`src/rtl/branch_rs_if.sv`:
```
// Core-wide sizing constants plus the dispatch / CDB / issue bundle that
// connects the branch reservation station to its neighbours.
package core_pkg;
  localparam int XLEN       = 32;
  localparam int LOG2_PREGS = 6;
endpackage

interface branch_rs_if #(
  parameter int XLEN   = core_pkg::XLEN,
  parameter int PHYS_W = core_pkg::LOG2_PREGS
);
  logic              disp_valid;
  logic              disp_ready;
  logic [7:0]        disp_op;
  logic [PHYS_W-1:0] disp_dst_tag;
  logic [PHYS_W-1:0] disp_src1_tag;
  logic              disp_src1_rdy;
  logic [XLEN-1:0]   disp_src1_val;
  logic [PHYS_W-1:0] disp_src2_tag;
  logic              disp_src2_rdy;
  logic [XLEN-1:0]   disp_src2_val;
  logic [XLEN-1:0]   disp_pc;
  logic [XLEN-1:0]   disp_imm;
  logic [5:0]        disp_rob_tag;
  logic              flush;
  logic              cdb_valid;
  logic [PHYS_W-1:0] cdb_tag;
  logic [XLEN-1:0]   cdb_value;
  logic              issue_valid;
  logic [7:0]        issue_op;
  logic [PHYS_W-1:0] issue_dst_tag;
  logic [XLEN-1:0]   issue_src1_val;
  logic [XLEN-1:0]   issue_src2_val;
  logic [XLEN-1:0]   issue_pc;
  logic [XLEN-1:0]   issue_imm;
  logic [5:0]        issue_rob_tag;

  modport master (
    output disp_valid, disp_op, disp_dst_tag, disp_src1_tag, disp_src1_rdy,
           disp_src1_val, disp_src2_tag, disp_src2_rdy, disp_src2_val,
           disp_pc, disp_imm, disp_rob_tag, flush, cdb_valid, cdb_tag, cdb_value,
    input  disp_ready, issue_valid, issue_op, issue_dst_tag, issue_src1_val,
           issue_src2_val, issue_pc, issue_imm, issue_rob_tag
  );

  modport slave (
    input  disp_valid, disp_op, disp_dst_tag, disp_src1_tag, disp_src1_rdy,
           disp_src1_val, disp_src2_tag, disp_src2_rdy, disp_src2_val,
           disp_pc, disp_imm, disp_rob_tag, flush, cdb_valid, cdb_tag, cdb_value,
    output disp_ready, issue_valid, issue_op, issue_dst_tag, issue_src1_val,
           issue_src2_val, issue_pc, issue_imm, issue_rob_tag
  );
endinterface

```
`src/rtl/branch_rs.sv`:
```
// Branch reservation station: collapsing in-order queue with CDB wakeup and
// a registered oldest-ready issue bundle.
module branch_rs #(
  parameter int XLEN   = core_pkg::XLEN,
  parameter int PHYS_W = core_pkg::LOG2_PREGS,
  parameter int DEPTH  = 4,
  localparam int OCC_W = $clog2(DEPTH + 1)
) (
  input  logic             clk,
  input  logic             reset,
  branch_rs_if.slave       rs,
  output logic [OCC_W-1:0] occupancy
);

  typedef struct packed {
    logic              valid;
    logic [7:0]        op;
    logic [PHYS_W-1:0] dst;
    logic [PHYS_W-1:0] src1_tag;
    logic              src1_rdy;
    logic [XLEN-1:0]   src1_val;
    logic [PHYS_W-1:0] src2_tag;
    logic              src2_rdy;
    logic [XLEN-1:0]   src2_val;
    logic [XLEN-1:0]   pc;
    logic [XLEN-1:0]   imm;
    logic [5:0]        rob_tag;
  } entry_t;

  entry_t ent_q [DEPTH];
  entry_t ent_d [DEPTH];
  entry_t ent_w [DEPTH];
  entry_t ent_s [DEPTH];
  entry_t disp_ent;

  logic [OCC_W-1:0]  occ_q, occ_d, slot, sel;
  logic              issue_hit, disp_acc, full;

  logic              issue_valid_q, issue_valid_d;
  logic [7:0]        issue_op_q, issue_op_d;
  logic [PHYS_W-1:0] issue_dst_q, issue_dst_d;
  logic [XLEN-1:0]   issue_src1_q, issue_src1_d;
  logic [XLEN-1:0]   issue_src2_q, issue_src2_d;
  logic [XLEN-1:0]   issue_pc_q, issue_pc_d;
  logic [XLEN-1:0]   issue_imm_q, issue_imm_d;
  logic [5:0]        issue_rob_q, issue_rob_d;

  assign full     = (occ_q >= OCC_W'(DEPTH));
  assign disp_acc = rs.disp_valid && !full && !rs.flush;

  // Wakeup and oldest-ready select; select looks only at registered ready bits.
  always_comb begin
    for (int i = 0; i < DEPTH; i++) begin
      ent_w[i] = ent_q[i];
      if (rs.cdb_valid && ent_q[i].valid) begin
        if (!ent_q[i].src1_rdy && (ent_q[i].src1_tag == rs.cdb_tag)) begin
          ent_w[i].src1_rdy = 1'b1;
          ent_w[i].src1_val = rs.cdb_value;
        end
        if (!ent_q[i].src2_rdy && (ent_q[i].src2_tag == rs.cdb_tag)) begin
          ent_w[i].src2_rdy = 1'b1;
          ent_w[i].src2_val = rs.cdb_value;
        end
      end
    end
    issue_hit = 1'b0;
    sel       = '0;
    for (int i = DEPTH - 1; i >= 0; i--) begin
      if (ent_q[i].valid && ent_q[i].src1_rdy && ent_q[i].src2_rdy) begin
        issue_hit = 1'b1;
        sel       = OCC_W'(i);
      end
    end
  end

  always_comb begin
    disp_ent          = '0;
    disp_ent.valid    = 1'b1;
    disp_ent.op       = rs.disp_op;
    disp_ent.dst      = rs.disp_dst_tag;
    disp_ent.src1_tag = rs.disp_src1_tag;
    disp_ent.src1_rdy = rs.disp_src1_rdy;
    disp_ent.src1_val = rs.disp_src1_val;
    disp_ent.src2_tag = rs.disp_src2_tag;
    disp_ent.src2_rdy = rs.disp_src2_rdy;
    disp_ent.src2_val = rs.disp_src2_val;
    disp_ent.pc       = rs.disp_pc;
    disp_ent.imm      = rs.disp_imm;
    disp_ent.rob_tag  = rs.disp_rob_tag;
    if (rs.cdb_valid && !rs.disp_src1_rdy && (rs.disp_src1_tag == rs.cdb_tag)) begin
      disp_ent.src1_rdy = 1'b1;
      disp_ent.src1_val = rs.cdb_value;
    end
    if (rs.cdb_valid && !rs.disp_src2_rdy && (rs.disp_src2_tag == rs.cdb_tag)) begin
      disp_ent.src2_rdy = 1'b1;
      disp_ent.src2_val = rs.cdb_value;
    end
  end

  // Collapse above the issued slot, then append at the post-collapse tail.
  always_comb begin
    for (int i = 0; i < DEPTH - 1; i++) begin
      ent_s[i] = ent_w[i + 1];
    end
    ent_s[DEPTH-1] = '0;
    slot  = occ_q - OCC_W'(issue_hit);
    occ_d = occ_q + OCC_W'(disp_acc) - OCC_W'(issue_hit);
    for (int i = 0; i < DEPTH; i++) begin
      ent_d[i] = (issue_hit && (OCC_W'(i) >= sel)) ? ent_s[i] : ent_w[i];
      if (disp_acc && (OCC_W'(i) == slot)) begin
        ent_d[i] = disp_ent;
      end
    end
    if (rs.flush) begin
      for (int i = 0; i < DEPTH; i++) begin
        ent_d[i] = '0;
      end
      occ_d = '0;
    end
  end

  always_comb begin
    issue_valid_d = issue_hit && !rs.flush;
    issue_op_d    = issue_op_q;
    issue_dst_d   = issue_dst_q;
    issue_src1_d  = issue_src1_q;
    issue_src2_d  = issue_src2_q;
    issue_pc_d    = issue_pc_q;
    issue_imm_d   = issue_imm_q;
    issue_rob_d   = issue_rob_q;
    for (int i = 0; i < DEPTH; i++) begin
      if (issue_valid_d && (OCC_W'(i) == sel)) begin
        issue_op_d   = ent_q[i].op;
        issue_dst_d  = ent_q[i].dst;
        issue_src1_d = ent_q[i].src1_val;
        issue_src2_d = ent_q[i].src2_val;
        issue_pc_d   = ent_q[i].pc;
        issue_imm_d  = ent_q[i].imm;
        issue_rob_d  = ent_q[i].rob_tag;
      end
    end
  end

  always_ff @(posedge clk or posedge reset) begin
    if (reset) begin
      for (int i = 0; i < DEPTH; i++) begin
        ent_q[i] <= '0;
      end
      occ_q         <= '0;
      issue_valid_q <= 1'b0;
      issue_op_q    <= '0;
      issue_dst_q   <= '0;
      issue_src1_q  <= '0;
      issue_src2_q  <= '0;
      issue_pc_q    <= '0;
      issue_imm_q   <= '0;
      issue_rob_q   <= '0;
    end else begin
      ent_q         <= ent_d;
      occ_q         <= occ_d;
      issue_valid_q <= issue_valid_d;
      issue_op_q    <= issue_op_d;
      issue_dst_q   <= issue_dst_d;
      issue_src1_q  <= issue_src1_d;
      issue_src2_q  <= issue_src2_d;
      issue_pc_q    <= issue_pc_d;
      issue_imm_q   <= issue_imm_d;
      issue_rob_q   <= issue_rob_d;
    end
  end

  assign rs.disp_ready     = !full;
  assign rs.issue_valid    = issue_valid_q;
  assign rs.issue_op       = issue_op_q;
  assign rs.issue_dst_tag  = issue_dst_q;
  assign rs.issue_src1_val = issue_src1_q;
  assign rs.issue_src2_val = issue_src2_q;
  assign rs.issue_pc       = issue_pc_q;
  assign rs.issue_imm      = issue_imm_q;
  assign rs.issue_rob_tag  = issue_rob_q;
  assign occupancy         = occ_q;

endmodule

```
`src/flat_wrapper.sv`:
```
// flat-port wrapper written by rule: the top's interface ports become plain ports
module branch_rs_flat 
#(
  parameter int XLEN   = core_pkg::XLEN,
  parameter int PHYS_W = core_pkg::LOG2_PREGS,
  parameter int DEPTH  = 4,
  localparam int OCC_W = $clog2(DEPTH + 1)
)
  (clk, reset, occupancy, rs_disp_valid, rs_disp_op, rs_disp_dst_tag, rs_disp_src1_tag, rs_disp_src1_rdy, rs_disp_src1_val, rs_disp_src2_tag, rs_disp_src2_rdy, rs_disp_src2_val, rs_disp_pc, rs_disp_imm, rs_disp_rob_tag, rs_flush, rs_cdb_valid, rs_cdb_tag, rs_cdb_value, rs_disp_ready, rs_issue_valid, rs_issue_op, rs_issue_dst_tag, rs_issue_src1_val, rs_issue_src2_val, rs_issue_pc, rs_issue_imm, rs_issue_rob_tag);
  branch_rs_if #(.XLEN(XLEN), .PHYS_W(PHYS_W)) rs_i ();
  input  logic clk;
  input  logic reset;
  output logic [OCC_W-1:0] occupancy;
  input wire logic [$bits(rs_i.disp_valid)-1:0] rs_disp_valid;
  input wire logic [$bits(rs_i.disp_op)-1:0] rs_disp_op;
  input wire logic [$bits(rs_i.disp_dst_tag)-1:0] rs_disp_dst_tag;
  input wire logic [$bits(rs_i.disp_src1_tag)-1:0] rs_disp_src1_tag;
  input wire logic [$bits(rs_i.disp_src1_rdy)-1:0] rs_disp_src1_rdy;
  input wire logic [$bits(rs_i.disp_src1_val)-1:0] rs_disp_src1_val;
  input wire logic [$bits(rs_i.disp_src2_tag)-1:0] rs_disp_src2_tag;
  input wire logic [$bits(rs_i.disp_src2_rdy)-1:0] rs_disp_src2_rdy;
  input wire logic [$bits(rs_i.disp_src2_val)-1:0] rs_disp_src2_val;
  input wire logic [$bits(rs_i.disp_pc)-1:0] rs_disp_pc;
  input wire logic [$bits(rs_i.disp_imm)-1:0] rs_disp_imm;
  input wire logic [$bits(rs_i.disp_rob_tag)-1:0] rs_disp_rob_tag;
  input wire logic [$bits(rs_i.flush)-1:0] rs_flush;
  input wire logic [$bits(rs_i.cdb_valid)-1:0] rs_cdb_valid;
  input wire logic [$bits(rs_i.cdb_tag)-1:0] rs_cdb_tag;
  input wire logic [$bits(rs_i.cdb_value)-1:0] rs_cdb_value;
  output wire logic [$bits(rs_i.disp_ready)-1:0] rs_disp_ready;
  output wire logic [$bits(rs_i.issue_valid)-1:0] rs_issue_valid;
  output wire logic [$bits(rs_i.issue_op)-1:0] rs_issue_op;
  output wire logic [$bits(rs_i.issue_dst_tag)-1:0] rs_issue_dst_tag;
  output wire logic [$bits(rs_i.issue_src1_val)-1:0] rs_issue_src1_val;
  output wire logic [$bits(rs_i.issue_src2_val)-1:0] rs_issue_src2_val;
  output wire logic [$bits(rs_i.issue_pc)-1:0] rs_issue_pc;
  output wire logic [$bits(rs_i.issue_imm)-1:0] rs_issue_imm;
  output wire logic [$bits(rs_i.issue_rob_tag)-1:0] rs_issue_rob_tag;
  assign rs_i.disp_valid = rs_disp_valid;
  assign rs_i.disp_op = rs_disp_op;
  assign rs_i.disp_dst_tag = rs_disp_dst_tag;
  assign rs_i.disp_src1_tag = rs_disp_src1_tag;
  assign rs_i.disp_src1_rdy = rs_disp_src1_rdy;
  assign rs_i.disp_src1_val = rs_disp_src1_val;
  assign rs_i.disp_src2_tag = rs_disp_src2_tag;
  assign rs_i.disp_src2_rdy = rs_disp_src2_rdy;
  assign rs_i.disp_src2_val = rs_disp_src2_val;
  assign rs_i.disp_pc = rs_disp_pc;
  assign rs_i.disp_imm = rs_disp_imm;
  assign rs_i.disp_rob_tag = rs_disp_rob_tag;
  assign rs_i.flush = rs_flush;
  assign rs_i.cdb_valid = rs_cdb_valid;
  assign rs_i.cdb_tag = rs_cdb_tag;
  assign rs_i.cdb_value = rs_cdb_value;
  assign rs_disp_ready = rs_i.disp_ready;
  assign rs_issue_valid = rs_i.issue_valid;
  assign rs_issue_op = rs_i.issue_op;
  assign rs_issue_dst_tag = rs_i.issue_dst_tag;
  assign rs_issue_src1_val = rs_i.issue_src1_val;
  assign rs_issue_src2_val = rs_i.issue_src2_val;
  assign rs_issue_pc = rs_i.issue_pc;
  assign rs_issue_imm = rs_i.issue_imm;
  assign rs_issue_rob_tag = rs_i.issue_rob_tag;
  branch_rs #(.XLEN(XLEN), .PHYS_W(PHYS_W), .DEPTH(DEPTH)) u_core (.clk(clk), .reset(reset), .rs(rs_i), .occupancy(occupancy));
endmodule
```
`config.mk`:
```
export PLATFORM = sky130hd
export DESIGN_NAME = branch_rs_flat
export DESIGN_NICKNAME = d
export VERILOG_FILES = /design/src/rtl/branch_rs_if.sv /design/src/rtl/branch_rs.sv /design/src/flat_wrapper.sv
export SDC_FILE = /design/constraint.sdc
export NUM_CORES = 2
export LEC_CHECK = 0
export BUFFER_PORTS_ARGS = -buffer_cell sky130_fd_sc_hd__buf_2
export CORE_ASPECT_RATIO = 0.75
export CORE_MARGIN = 2
export CORE_UTILIZATION = 50
export CTS_BUF_LIST = sky130_fd_sc_hd__clkbuf_8
export DETAILED_ROUTE_END_ITERATION = 12
export GPL_ROUTABILITY_DRIVEN = 0
export GPL_TIMING_DRIVEN = 0
export HOLD_SLACK_MARGIN = 0.06
export PLACE_DENSITY = 0.72
export RECOVER_POWER = 50
export SYNTH_ARGS = -nofsm -noshare
export SYNTH_HDL_FRONTEND = slang
export SYNTH_SLANG_ARGS = --single-unit
```
`constraint.sdc`:
```
create_clock -name clk -period 32.3 [get_ports clk]
set_input_delay 6.46 -clock clk [delete_from_list [all_inputs] [get_ports clk]]
set_output_delay 6.46 -clock clk [all_outputs]
set_load 0.02 [all_outputs]
```
Word-level counts from Yosys, hierarchy flattened
Index checks and enable logic that the tools add are counted.
{"block": "word_totals", "regBits": 804, "output_inout_bits": 153, "wordCells": 208}
{"block": "op_classes", "n_lt_le_gt_ge": 5, "n_mux": 64, "eq_ne": 16, "reduce_logical": 63, "addsub": 3}
{"op": "$mux W163", "n": 8}
{"op": "$mux W652", "n": 1}
{"op": "$mux W33", "n": 18}
{"op": "$mux W32", "n": 16}
{"op": "$eq A6 B6 Y1", "n": 10}
{"op": "$mux W6", "n": 8}
{"op": "$logic_and A1 B1 Y1", "n": 39}
{"op": "$mux W8", "n": 4}
{"op": "$reduce_bool A4 Y1", "n": 4}
{"op": "$logic_not A1 Y1", "n": 12}
{"op": "$reduce_bool A3 Y1", "n": 4}
{"op": "$mux W2", "n": 4}
{"op": "$eq A2 B3 Y1 const A", "n": 2}
{"op": "$logic_not A3 Y1", "n": 2}
{"op": "$sub A3 B1 Y3", "n": 2}
{"op": "$eq A2 B2 Y1 const A", "n": 2}
{"op": "$ge A1 B2 Y1 const A", "n": 2}
{"op": "$ge A2 B2 Y1 const A", "n": 2}
{"op": "$mux W1", "n": 4}
{"op": "$reduce_and A2 Y1", "n": 2}
{"op": "$add A3 B1 Y3", "n": 1}
{"op": "$eq A1 B3 Y1 const A", "n": 1}
{"op": "$ge A3 B3 Y1 const B", "n": 1}
{"op": "$mux W3", "n": 1}
{"op": "$eq A1 B2 Y1 const A", "n": 1}

Longest topological paths before layout
{"block": "logic_depth", "depth_word": 12, "ltp_mapped": 15, "depth_no_buf": 13}

Worst setup path before layout
OpenSTA, ideal clock, no wires.
{"block": "synth_timing", "kind": "input -> register", "startpoint": "in rs_flush", "endpoint": "reg u_core.occ_q[1], in the netlist u_core.occupancy[1]", "setup_ps": 72, "arrival_time_ps": 8290, "cell_stages": 9, "path_slack_ps": 23938, "required_ps": 32228, "cell_sequence": "buf_2 -> clkbuf_1 -> clkbuf_1 -> clkbuf_1 -> nor3b_1 -> ha_1 -> inv_1 -> fa_1 -> nor2_1"}
{"block": "synth_via", "elab_chain_cells": 5}
{"element": "start, declared", "line": "flat_wrapper.sv:26", "text": "input wire logic [$bits(rs_i.flush)-1:0] rs_flush;"}
{"element": "$logic_not A1 Y1", "line": "branch_rs.sv:49", "text": "assign disp_acc = rs.disp_valid && !full && !rs.flush;"}
{"element": "$logic_and A1 B1 Y1", "line": "branch_rs.sv:49"}
{"element": "$add A3 B1 Y3", "line": "branch_rs.sv:107", "text": "occ_d = occ_q + OCC_W'(disp_acc) - OCC_W'(issue_hit);"}
{"element": "$sub A3 B1 Y3", "line": "branch_rs.sv:107"}
{"element": "$mux W3 (*)", "line": "branch_rs.sv:114", "text": "if (rs.flush) begin"}
{"element": "via u_core.occ_d[1]", "line": "branch_rs.sv:36", "text": "logic [OCC_W-1:0] occ_q, occ_d, slot, sel;"}
{"element": "end signal, assigned", "line": "branch_rs.sv:149", "text": "occ_q <= '0;"}
{"element": "end signal, assigned", "line": "branch_rs.sv:160", "text": "occ_q <= occ_d;"}
{"element": "end, declared", "line": "branch_rs.sv:36"}
The timed path passes the listed nets; every way through them passes the cells marked *.
A chain may end at the register's enable or synchronous reset.

==> results.md <==
### Global route
* 38.5% — GR Util All Layers
* 39000 — number of global-route vias before repair
* 42 — number of antenna violations at the first check in global routing
* 0 — Remaining Overflow, GRT
* 133 — maximum number of pins on one net before global-route repair
* 244000 um — wire length of the first global-routing pass

### Final layout
* 13.7% — Area Overhead vs Synth
* 6107 — non-filler cells, final
* 9.30% — share of layout cells above drive strength 1
* 5135 — Net count, final
* 7237 — fill cell count
* 57.5% — final core occ

### Synth
* 804 — count of state elements after synthesis
* 0 — number of warning messages in the yosys log
* 49.4% — fraction of post-synthesis cell area in the top cell type by area
* sky130_fd_sc_hd__nand2_1, sky130_fd_sc_hd__dfrtp_1, sky130_fd_sc_hd__nor2_1 — most numerous cell types in the synthesized netlist
* 40700 sq um — area of the mapped netlist
* sky130_fd_sc_hd__dfrtp_1, sky130_fd_sc_hd__nand2_1, sky130_fd_sc_hd__a311oi_1, sky130_fd_sc_hd__nor2_1, sky130_fd_sc_hd__mux2i_1 — top post-synthesis cells by area
* 100% — share of flip-flops with an asynchronous set or reset
* 0 — number of enable flip-flop cells after synthesis
* 4462 — Cells after Synth
* 49.4% — register area share after synthesis
* sky130_fd_sc_hd__nand2_1 — cell with the most instances after synthesis
* sky130_fd_sc_hd__dfrtp_1 — largest area contributor in the netlist
* 51 — Unique masters post-synth
* sky130_fd_sc_hd__dfrtp_1 — Post-synth top flop
* 4672 — nets in the synthesized netlist
* 9.13 sq um — syn avg cell area

### Setup path
* u_core.ent_q[114] — capture point of the worst reg-to-reg path
* asynchronous set/reset pin — kind of end point of the critical path
* 31.53 ns — Worst Path Required
* in2async — class of the most critical setup path
* 27.12 ns — worst reg-to-reg setup slack
* input port — kind of start point of the critical path
* u_core.ent_q[651] — worst r2r src
* 13 — cells on worst reg2reg path
* 132 — Critical Path Fanout Max
* 16.83 ns — arrival time at the worst endpoint

### Floorplan
* 90 — num rows
* 358 — # IOs
* 83800 sq um — floorplan die area
* 334 um — Die X-Extent
* 50.6% — effective utilization at floorplan
* 251 um — die boundary height
* 80500 sq um — core area

### Drt
* 41200 — via count
* 6.75 — vias per cell
* 166000 um — wire length reported by the detailed router
* 27.2 um — routed wire length per instance
* 6680 — count of routing violations after the opening detailed-route iteration
* 0 — residual DRC count
* 0 — antenna-violating nets left
* 9 — drt first pass iters

### STA
* 6.87 ns — Worst Max-Slew Pin Slew
* 0 ns — summed negative setup slack over all endpoints
* -358% — remaining max-slew budget at the tightest pin
* 56.8 MHz — Max Freq
* 0.493 ns — minimum hold slack
* 17.61 ns — Tmin final
* no — unrepaired setup endpoints after global routing
* 0 — Hold Fails Final Rpt
* 0.0471 ns — Clock Skews
* 54.5% — fin crit share
* 0 — final setup violating endpoints
* 467 — Pins Over Slew Limit

### Clocking
* 3 — CTS max path bufs
* 4 — CTS H-Tree Depth
* 0 — Post-CTS Hold Fix Bufs
* 0.84 ns — Worst-Skew Late Latency
* 133 — number of buffers added by the clock tree synthesis step
* 0 — number of setup buffers added after CTS
* 804 — sink count of the clock tree
* sky130_fd_sc_hd__clkbuf_8 — clock tree root buffer cell
* 0.06 ns — clock transition time at the flip-flop clock pins of the worst setup and hold paths
* built — CTS tree
* 0 — cts repair resizes

### Status
* finished with violations — outcome
* max-capacitance violations, max-slew violations — violated checks

### Place
* 5847 — number of cells after detailed placement
* 114000 um — half-perimeter wire length after placement
* 319 — buffers added on ports

### Power
* 19.2 nW — Leak
* 61.1 nW/um^2 — ratio of total power to cell area
* 2.83 mW — overall power of the completed layout
* 0.0306 mV — worst-case vdd ir drop

### Min path
* reg2reg — HP Class
* u_core.ent_q[617] — end point of the most critical hold path
* 2 — Cells on Worst Hold Path
* u_core.ent_q[617] — launch instance of the worst min-delay path

### Job
* 6 — number of max-cap violations

[metrics by stage]
step                setup slack (ns)  cell area, sq um
CTS                            23.17             46500
finish                         14.69             46300
global route                   12.35             46300
detailed placement             22.31             43900
global placement               -6.38             43700
floorplan                       3.26             40700
[logic make-up after synthesis]
group,Yosys count,synth area share [%]
flip-flops,804,49.4
AND/OR/NAND/NOR,1606,15.3
AO/OA/AOI/OAI,1306,24.1
XOR/XNOR,62,1.33
adder cells (fa/ha/maj),5,0.172
multiplexers,192,4.72
buffers and inverters,487,4.96
[layout by cell type (no fill, tap or decap), drive strengths merged, types with 5 or more instances in the layout]
| cell type | count |
|---|---|
| nand2 | 931 |
| dfrtp | 804 |
| clkbuf | 692 |
| nor2 | 604 |
| a311oi | 288 |
| buf | 287 |
| o21ai | 221 |
| a31oi | 214 |
| o221ai | 212 |
| mux2i | 192 |
| o22ai | 131 |
| a22o | 96 |
| a221o | 65 |
| o22a | 64 |
| inv | 49 |
| xnor2 | 36 |
| diode | 29 |
| xor2 | 26 |
| nor3 | 13 |
| nand3 | 10 |
| clkinv | 9 |
| nor4 | 9 |
| nand4 | 8 |
| and2 | 6 |
| clkinvlp | 6 |
| nor3b | 5 |
| nor2b | 5 |
| a21oi | 5 |
[per-layer routing]
layer,global-route usage (%),routed length (um)
met5,0,175
met4,21.9,9340
met3,17.1,26500
met2,50.7,65800
met1,52.2,64000
[power by group]
part	internal (mW)	total [mW]	switching, mW
clock	0.490	0.934	0.444
combinational	0.191	0.621	0.431
sequential	1.16	1.28	0.116
total	1.84	2.83	0.991
[worst max-delay path: stages]
cell,delay [ns]
sky130_fd_sc_hd__buf_2,0.10
sky130_fd_sc_hd__clkinvlp_2,0.67
sky130_fd_sc_hd__clkbuf_1,4.33
sky130_fd_sc_hd__clkbuf_1,5.14
[flip-flops by register name (all words and copies together), names as in the netlist]
register,count
u_core.rs.issue_src2_val,32
u_core.rs.issue_imm,32
u_core.rs.issue_src1_val,32
u_core.rs.issue_pc,32
u_core.occupancy,3
u_core.rs.issue_op,8
u_core.rs.issue_dst_tag,6
u_core.rs.issue_valid,1
u_core.rs.issue_rob_tag,6
u_core.ent_q,652
[how the worst max path moves through the flow]
stage                         from                 endpoint  slack (ns)  depth (start not counted)
after floorplan              reset          u_core.ent_q[0]        3.26                          1
after global placement       reset   u_core.rs.issue_pc[12]       -6.38                          2
after detailed placement  rs_flush      u_core.occupancy[1]       22.31                         10
after CTS                 rs_flush      u_core.occupancy[1]       23.17                         10
after global routing         reset        u_core.ent_q[342]       12.35                          4
final                        reset  u_core.rs.issue_imm[11]       14.69                          4
[area by class of cell]
class	count	area, sq um	share of cell area (%)
buffer	480	1990	4.29
antenna	29	72.6	0.157
sequential	804	20100	43.4
multi-input combinational	3171	18600	40.1
timing repair buffer	328	1520	3.29
inverter	7	27.5	0.0594
tap	1058	1320	2.86
clock buffer	171	2350	5.08
clock inverter	59	324	0.699
Power figures use the tool's default switching activity.
